==> src/rtl/sv_bus_pkg.sv <==
// Shared bus definitions for the sv_bus_fifo family.
// The default data width follows the global BUS_WIDTH define, or 8 when it is absent.
`ifndef BUS_WIDTH
`define BUS_WIDTH 8
`endif

package sv_bus_pkg;

    localparam int DEFAULT_BUS_WIDTH = `BUS_WIDTH;

    typedef logic [DEFAULT_BUS_WIDTH-1:0] bus_word_t;

    // True when n is a positive power of two.
    function automatic bit is_pow2(input int n);
        return (n > 0) && ((n & (n - 1)) == 0);
    endfunction

    // Even-parity bit over an arbitrary-width word; reduction XOR of {word, bit} is 0.
    function automatic logic even_parity(input logic [1023:0] word, input int width);
        logic p;
        p = 1'b0;
        for (int i = 0; i < width; i++) begin
            p = p ^ word[i];
        end
        return p;
    endfunction

endpackage

==> src/rtl/sv_bus_fifo_mem.sv <==
// DEPTH x WIDTH register array: one synchronous write port, one combinational read port.
// Contents are intentionally not reset.
module sv_bus_fifo_mem #(
    parameter int WIDTH = 8,
    parameter int DEPTH = 4,
    parameter int AW    = $clog2(DEPTH)
) (
    input  logic             clk,
    input  logic             we,
    input  logic [AW-1:0]    waddr,
    input  logic [WIDTH-1:0] wdata,
    input  logic [AW-1:0]    raddr,
    output logic [WIDTH-1:0] rdata
);

    logic [WIDTH-1:0] mem_r [DEPTH];

    // Store the write word at the write address when enabled.
    always_ff @(posedge clk) begin
        if (we) begin
            mem_r[waddr] <= wdata;
        end
    end

    assign rdata = mem_r[raddr];

endmodule

==> src/rtl/sv_bus_fifo.sv <==
// Synchronous valid/ready FIFO with occupancy level, almost-full flag and flush.
// Optional feature macro: SV_BUS_FIFO_PARITY_EN adds a stored even-parity bit per
// entry and the parity_err output on the head entry.
module sv_bus_fifo
    import sv_bus_pkg::*;
#(
    parameter int BUS_WIDTH = DEFAULT_BUS_WIDTH,
    parameter int DEPTH     = 4,
    parameter int AF_THRESH = DEPTH - 1,
    localparam int LW       = $clog2(DEPTH + 1)
) (
    input  logic                 clk,
    input  logic                 rst,
    input  logic                 flush,
    input  logic                 in_valid,
    output logic                 in_ready,
    input  logic [BUS_WIDTH-1:0] in_data,
    output logic                 out_valid,
    input  logic                 out_ready,
    output logic [BUS_WIDTH-1:0] out_data,
    output logic [LW-1:0]        level,
`ifdef SV_BUS_FIFO_PARITY_EN
    output logic                 parity_err,
`endif
    output logic                 almost_full
);

    localparam int AW = $clog2(DEPTH);
`ifdef SV_BUS_FIFO_PARITY_EN
    localparam int MW = BUS_WIDTH + 1;
`else
    localparam int MW = BUS_WIDTH;
`endif
    localparam logic [LW-1:0] FULL_COUNT = LW'(DEPTH);
    localparam logic [LW-1:0] AF_COUNT   = LW'(AF_THRESH);

    // Reject illegal configurations at elaboration.
    if (!is_pow2(DEPTH) || DEPTH < 2) begin : g_bad_depth
        $error("sv_bus_fifo: DEPTH must be a power of two and at least 2");
    end
    if (AF_THRESH < 1 || AF_THRESH > DEPTH) begin : g_bad_thresh
        $error("sv_bus_fifo: AF_THRESH must lie in 1..DEPTH");
    end
    if (BUS_WIDTH < 1) begin : g_bad_width
        $error("sv_bus_fifo: BUS_WIDTH must be at least 1");
    end

    logic [AW-1:0] wr_ptr_r;
    logic [AW-1:0] rd_ptr_r;
    logic [LW-1:0] count_r;
    logic          push_s;
    logic          pop_s;
    logic [MW-1:0] wdata_s;
    logic [MW-1:0] rdata_s;

    assign in_ready    = !rst && (count_r != FULL_COUNT);
    assign out_valid   = (count_r != {LW{1'b0}});
    assign push_s      = in_valid && in_ready;
    assign pop_s       = out_valid && out_ready;
    assign level       = count_r;
    assign almost_full = (count_r >= AF_COUNT);
    assign out_data    = rdata_s[BUS_WIDTH-1:0];

`ifdef SV_BUS_FIFO_PARITY_EN
    assign wdata_s    = {even_parity(1024'(in_data), BUS_WIDTH), in_data};
    assign parity_err = out_valid && (^rdata_s);
`else
    assign wdata_s    = in_data;
`endif

    // Pointer and occupancy bookkeeping; flush discards any same-cycle push or pop.
    always_ff @(posedge clk or posedge rst) begin
        if (rst) begin
            wr_ptr_r <= {AW{1'b0}};
            rd_ptr_r <= {AW{1'b0}};
            count_r  <= {LW{1'b0}};
        end else if (flush) begin
            wr_ptr_r <= {AW{1'b0}};
            rd_ptr_r <= {AW{1'b0}};
            count_r  <= {LW{1'b0}};
        end else begin
            if (push_s) begin
                wr_ptr_r <= wr_ptr_r + 1'b1;
            end
            if (pop_s) begin
                rd_ptr_r <= rd_ptr_r + 1'b1;
            end
            case ({push_s, pop_s})
                2'b10:   count_r <= count_r + 1'b1;
                2'b01:   count_r <= count_r - 1'b1;
                default: count_r <= count_r;
            endcase
        end
    end

    sv_bus_fifo_mem #(
        .WIDTH (MW),
        .DEPTH (DEPTH),
        .AW    (AW)
    ) u_mem (
        .clk   (clk),
        .we    (push_s && !flush),
        .waddr (wr_ptr_r),
        .wdata (wdata_s),
        .raddr (rd_ptr_r),
        .rdata (rdata_s)
    );

endmodule

==> config.mk <==
export PLATFORM = sky130hd
export DESIGN_NAME = sv_bus_fifo
export DESIGN_NICKNAME = d
export VERILOG_FILES = /design/src/rtl/sv_bus_pkg.sv /design/src/rtl/sv_bus_fifo_mem.sv /design/src/rtl/sv_bus_fifo.sv
export SDC_FILE = /design/constraint.sdc
export NUM_CORES = 1
export LEC_CHECK = 0
export CAP_MARGIN = 25
export CORE_MARGIN = 2
export CORE_UTILIZATION = 52
export DETAILED_ROUTE_END_ITERATION = 10
export PLACE_DENSITY = 0.84
export SYNTH_ARGS = -nofsm -noshare
export SYNTH_HDL_FRONTEND = slang
export SYNTH_HIERARCHICAL = 1
export SYNTH_SLANG_ARGS = --single-unit
export TNS_END_PERCENT = 5
==> constraint.sdc <==
create_clock -name clk -period 2.9 [get_ports clk]
set_input_delay 0.725 -clock clk [delete_from_list [all_inputs] [get_ports clk]]
set_output_delay 0.725 -clock clk [all_outputs]
set_load 0.02 [all_outputs]
==> metrics, run 1 <==
# setup viols final=0; post-synthesis adder-cell area fraction=1.22%; GRT Residual Overflow=0; Flop pwr share=46.1%; PostCTS Resize Cnt=0; syn nets=102; maximum clock insertion buffer count=2; std cell rows=20; Synth area leader=edfxtp_1; Async SR Flop Fraction=17.9%; Compound-Gate Fraction of Synth Area=0.989%; switch share=31.7%; Detailed Route Iter0 Violations=17; Layout area overhead=23.5%; first-pass GRT wire length=4450 um; core box area=3030 um2; Cell Pwr Density=741 nW/um2; Post-route DRC=0; CTS buffer count=5; Post-Route Utilization=67.1%; status=completed; EDFF count, synth=32; CTS tree=done; layout net count=137; Leakage=0.722 nW; setup TNS=0 ns; Clock Tree Root=clkbuf_4; DRT Pass-1 Iters=4; startpoint types=primary input; CP required=2.17 ns; Critical-path top delay cell=clkdlybuf4s50_1; Initial Utilization=54.3%; number of top-level pins=27; pin count of the biggest net entering global routing=13; GPL Wtd Cong=0.731; WL/cell=16.4 um; final cell count without fillers=168; RSZ-0062 raised after global routing=false; final clock skew=0.00654 ns; largest family of logic cells by synthesized area=multiplexers; crit-path cells=clkdlybuf4s50_1, nor2_1, clkdlybuf4s50_1; Worst-Margin Slew=0.477 ns; Post-Synth XOR/XNOR Area=3.12%; Netlist cell types=31; CTS Hold Buffers Added=0; flop-to-flop setup slack=0.67 ns; area of the mapped netlist=1640 um2; I/O Buffers=26; share of the synthesized area in the top cell type=58.4%; worst skew pair latency=0.35 ns; placed cell area=1980 um2; CP Data Arrival Time=1.99 ns; CTS sink cnt=39; antenna-violating nets left=0; worst r2r dst=level[2]$_DFFE_PP0P_; mux share of post-synthesis cell area=13.2%; Cells after Synth=88; Final Power=1.51 mW; FF-to-FF path depth=8; Comb power frac=36.0%; vias in the first global route=920; simple-gate share of the synthesized area=11.0%; vias post-DR=875; share of cells above drive strength 1=22.6%; Die Span Y=60.2 um; initial antenna violation count=0; commonest non-fill, non-tap cell in the layout=edfxtp_1; Area contributors post-synth=edfxtp_1 (58%), mux4_2 (11%), dfrtp_1 (11%); max-cap viol count=0; Max-slew headroom=68.2%; most frequent cells in the layout=edfxtp_1 (32), clkdlybuf4s50_1 (26), nor2_1 (8), mux4_2 (8), dfrtp_1 (7); Total Wirelength=2760 um; H-tree depth=2; Crit Path Class=in -> out; Worst VDD drop=573 uV; CP max FO=5; Max Freq=368 MHz; Reg2Reg Launch Point=level[0]$_DFFE_PP0P_; FF+latch count, synth=39; Hold Fails Final Rpt=0; Int Pwr=1.03 mW; die width=60.2 um; Seq/Total Area, Yosys=69.1%; CP most frequent cell=clkdlybuf4s50_1; Setup crit end=in_ready; Setup crit end kind=output pin; worst setup path start=rst; fin crit period=2.71 ns; CP max stage delay=0.61 ns; die area=3630 um2; fin. max-slew vios=0; Post-Place Cells=160; total global-route track usage=18.1%; hpwl dp=1960 um; post-route cell area=2030 um2; Post-Syn Area per Cell=18.7 um2; post-CTS setup buffers=0; clock network fraction of total power=18.0%; Worst Hold Class=reg -> reg; Inserted Diodes=0; Ys Warns=6; Synth Flop Type=edfxtp_1; Final period util=93.6%; clock slew at reported path FFs=0.11 ns; Switch Pwr=0.477 mW; via/cell ratio=5.21
## power groups by stage
| stage | registers, mW | logic, mW | clock network (mW) |
|---|---|---|---|
| after floorplan | 0.716 | 0.327 | 0 |
| after global placement | 0.703 | 0.533 | 0 |
| after detailed placement | 0.706 | 0.547 | 0 |
| after CTS | 0.694 | 0.549 | 0.278 |
| after global routing | 0.702 | 0.582 | 0.304 |
| final | 0.694 | 0.541 | 0.270 |
## cells in the mapped netlist, types with 2 or more instances
master	n
and3b_1	2
dfrtp_1	7
edfxtp_1	32
mux4_2	8
nand2b_1	2
nor2_1	8
nor2b_1	3
xnor2_1	2
xor2_1	2
## state kept, by name (all words and copies together) (netlist names)
signal,cells
rd_ptr_r,2
wr_ptr_r,2
u_mem/mem_r,32
level,3
## worst min-delay path by stage
stage / startpoint / endpoint / slack (ns) / cells past startpoint
after floorplan: rd_ptr_r[1]$_DFFE_PP0P_ / rd_ptr_r[1]$_DFFE_PP0P_ / 0.50 / 2
after global placement: wr_ptr_r[1]$_DFFE_PP0P_ / wr_ptr_r[1]$_DFFE_PP0P_ / 0.58 / 2
after detailed placement: wr_ptr_r[0]$_DFFE_PP0P_ / wr_ptr_r[0]$_DFFE_PP0P_ / 0.60 / 2
after CTS: wr_ptr_r[0]$_DFFE_PP0P_ / wr_ptr_r[0]$_DFFE_PP0P_ / 0.62 / 2
after global routing: wr_ptr_r[0]$_DFFE_PP0P_ / wr_ptr_r[0]$_DFFE_PP0P_ / 0.68 / 2
final: wr_ptr_r[0]$_DFFE_PP0P_ / wr_ptr_r[0]$_DFFE_PP0P_ / 0.64 / 2
## metal layers
layer / vias to the layer above / track usage [%] / wire [um]
li1: 412 / - / -
met1: 434 / 22.8 / 1230
met2: 25 / 28.6 / 1380
met3: 4 / 7.36 / 105
met4: 0 / 5.71 / 34
met5: - / 0 / 0
## cells by family (layout without fill, tap and decap cells)
logic type	after synthesis	count (layout)
AO/OA/AOI/OAI	2	2
XOR/XNOR	5	5
adder cells (fa/ha/maj)	1	1
buffers and inverters	4	40
flip-flops	39	39
multiplexers	11	11
AND/OR/NAND/NOR	26	26
## worst max-delay path: cells and delay by family
kind / cells / cell delay [ns]
AND/OR/NAND/NOR: 1 / 0.15
buffers and inverters: 2 / 1.11
## through the flow
stage | hold WS [ns] | setup WS, ns
floorplan | 0.504 | 0.578
global placement | 0.579 | 0.215
detailed placement | 0.602 | 0.169
CTS | 0.624 | 0.171
global route | 0.682 | 0.131
finish | 0.635 | 0.186
## final cells by class
| cell class | instances | area (um2) |
|---|---|---|
| fill | 217 | 997 |
| clock buffer | 6 | 41.3 |
| clock inverter | 2 | 12.5 |
| multi-input combinational | 45 | 484 |
| inverter | 1 | 3.75 |
| tap | 44 | 55.1 |
| sequential | 39 | 1140 |
| timing repair buffer | 31 | 298 |
No activity file was read; power rests on OpenSTA's default activity.
==> run 2, diff against run 1 <==
- CORE_UTILIZATION: 52 -> 40
- HOLD_SLACK_MARGIN: not set -> 0.08
- PLACE_DENSITY: 0.84 -> 0.69
==> metrics, run 2 (synthesis gave the netlist of run 1 again) <==
status=completed; Biggest register=u_mem/mem_r; Hold Fails Final Rpt=0; Cell Pwr Density=793 nW/um2; I/O Buffers=26; Worst-Margin Slew=0.441 ns; Layout area overhead=26.8%; DP Worst Slack=0.201 ns; pin count of the biggest net entering global routing=13; CTS sink cnt=39; flop-to-flop setup slack=0.68 ns; Reg2Reg Launch Point=level[0]$_DFFE_PP0P_; layout net count=136; RSZ-0062 raised after global routing=false; worst skew pair latency=0.28 ns; die width=68.1 um; post-route cell area=2080 um2; Worst VDD drop=513 uV; GRT Residual Overflow=0; Setup crit end kind=output pin; CTS buffer count=5; Clock Tree Root=clkbuf_8; most frequent cells in the layout=edfxtp_1 (32), clkdlybuf4s50_1 (26), nor2_1 (8), mux4_2 (8), dfrtp_1 (7); Initial Utilization=41.4%; total global-route track usage=13.9%; DRT Pass-1 Iters=4; maximum clock insertion buffer count=2; CP required=2.17 ns; CP max FO=8; max-cap viol count=0; core box area=3970 um2; startpoint types=flop; H-tree depth=2; Final period util=93.3%; Inserted Diodes=0; CTS tree=done; Setup crit end=out_data[2]; Detailed Route Iter0 Violations=76; setup TNS=0 ns; final clock skew=0.00468 ns; Leakage=0.744 nW; placed cell area=1980 um2; Max Freq=370 MHz; max reg flops=32; PostCTS Resize Cnt=0; fin crit period=2.70 ns; WL/cell=15.2 um; worst r2r dst=level[2]$_DFFE_PP0P_; FF-to-FF path depth=8; first-pass GRT wire length=4400 um; # setup viols final=0; Max-slew headroom=70.6%; final worst slack=0.195 ns; post-CTS setup buffers=0; GPL Wtd Cong=0.756; hold slack=0.592 ns; vias post-DR=858; std cell rows=23; vias in the first global route=888; share of cells above drive strength 1=22.0%; number of top-level pins=27; CTS Hold Buffers Added=0; clock slew at reported path FFs=0.07 ns; worst setup path start=rd_ptr_r[0]$_DFFE_PP0P_; Worst Hold Class=reg -> reg; Post-route DRC=0; commonest non-fill, non-tap cell in the layout=edfxtp_1; CP Data Arrival Time=1.98 ns; fin. max-slew vios=0; die area=4640 um2; Crit Path Class=reg -> out; Die Span Y=68.1 um; via/cell ratio=4.96; initial antenna violation count=0; antenna-violating nets left=0; Total Wirelength=2640 um; hpwl dp=1840 um
-- run 2: through the flow --
stage / total power [mW] / utilization [%] / std cells
finish: 1.65 / 52.5 / 173
floorplan: 1.04 / - / 88
CTS: 1.68 / 52.5 / 173
detailed placement: 1.25 / 49.8 / 165
global route: 1.74 / 52.5 / 173
global placement: 1.24 / 49.8 / 165
-- run 2: worst min-delay path by stage --
stage                                       start                 endpoint  cells after the start
after floorplan           rd_ptr_r[1]$_DFFE_PP0P_  rd_ptr_r[1]$_DFFE_PP0P_                      2
after global placement    rd_ptr_r[0]$_DFFE_PP0P_  rd_ptr_r[0]$_DFFE_PP0P_                      2
after detailed placement  rd_ptr_r[0]$_DFFE_PP0P_  rd_ptr_r[0]$_DFFE_PP0P_                      2
after CTS                 rd_ptr_r[0]$_DFFE_PP0P_  rd_ptr_r[0]$_DFFE_PP0P_                      2
after global routing      rd_ptr_r[0]$_DFFE_PP0P_  rd_ptr_r[0]$_DFFE_PP0P_                      2
final                     rd_ptr_r[0]$_DFFE_PP0P_  rd_ptr_r[0]$_DFFE_PP0P_                      2
-- run 2: worst max-delay path: stages, from the launching register on --
cell	delay [ns]
dfrtp_1	0.39
buf_4	0.23
mux4_2	0.53
clkdlybuf4s50_1	0.55
-- run 2: metal layers --
layer	up-vias	wire length [um]	track usage, %
li1	404	-	-
met1	421	1100	15.9
met2	27	1330	23.3
met3	6	167	5.59
met4	0	42	5.25
met5	-	0	0
-- run 2: layout make-up --
| type | instances | area [um2] |
|---|---|---|
| Multi-Input combinational cell | 45 | 484 |
| Tap cell | 50 | 62.6 |
| Fill cell | 338 | 1890 |
| Timing Repair Buffer | 30 | 290 |
| Clock buffer | 5 | 68.8 |
| Clock inverter | 3 | 38.8 |
| Sequential cell | 39 | 1140 |
| Inverter | 1 | 3.75 |
-- run 2: where the power goes --
group	total (mW)	internal (mW)	switching, mW
clock network	0.421	0.251	0.169
registers	0.698	0.645	0.0531
logic	0.534	0.286	0.247
total	1.65	1.18	0.470
==> run 3, diff against run 2 <==
- ABC_CLOCK_PERIOD_IN_PS: not set -> 2900
- HOLD_SLACK_MARGIN: 0.08 -> 0.03
==> results of run 3 <==
The final DEF is identical to that of run 2; final timing and power are the same.
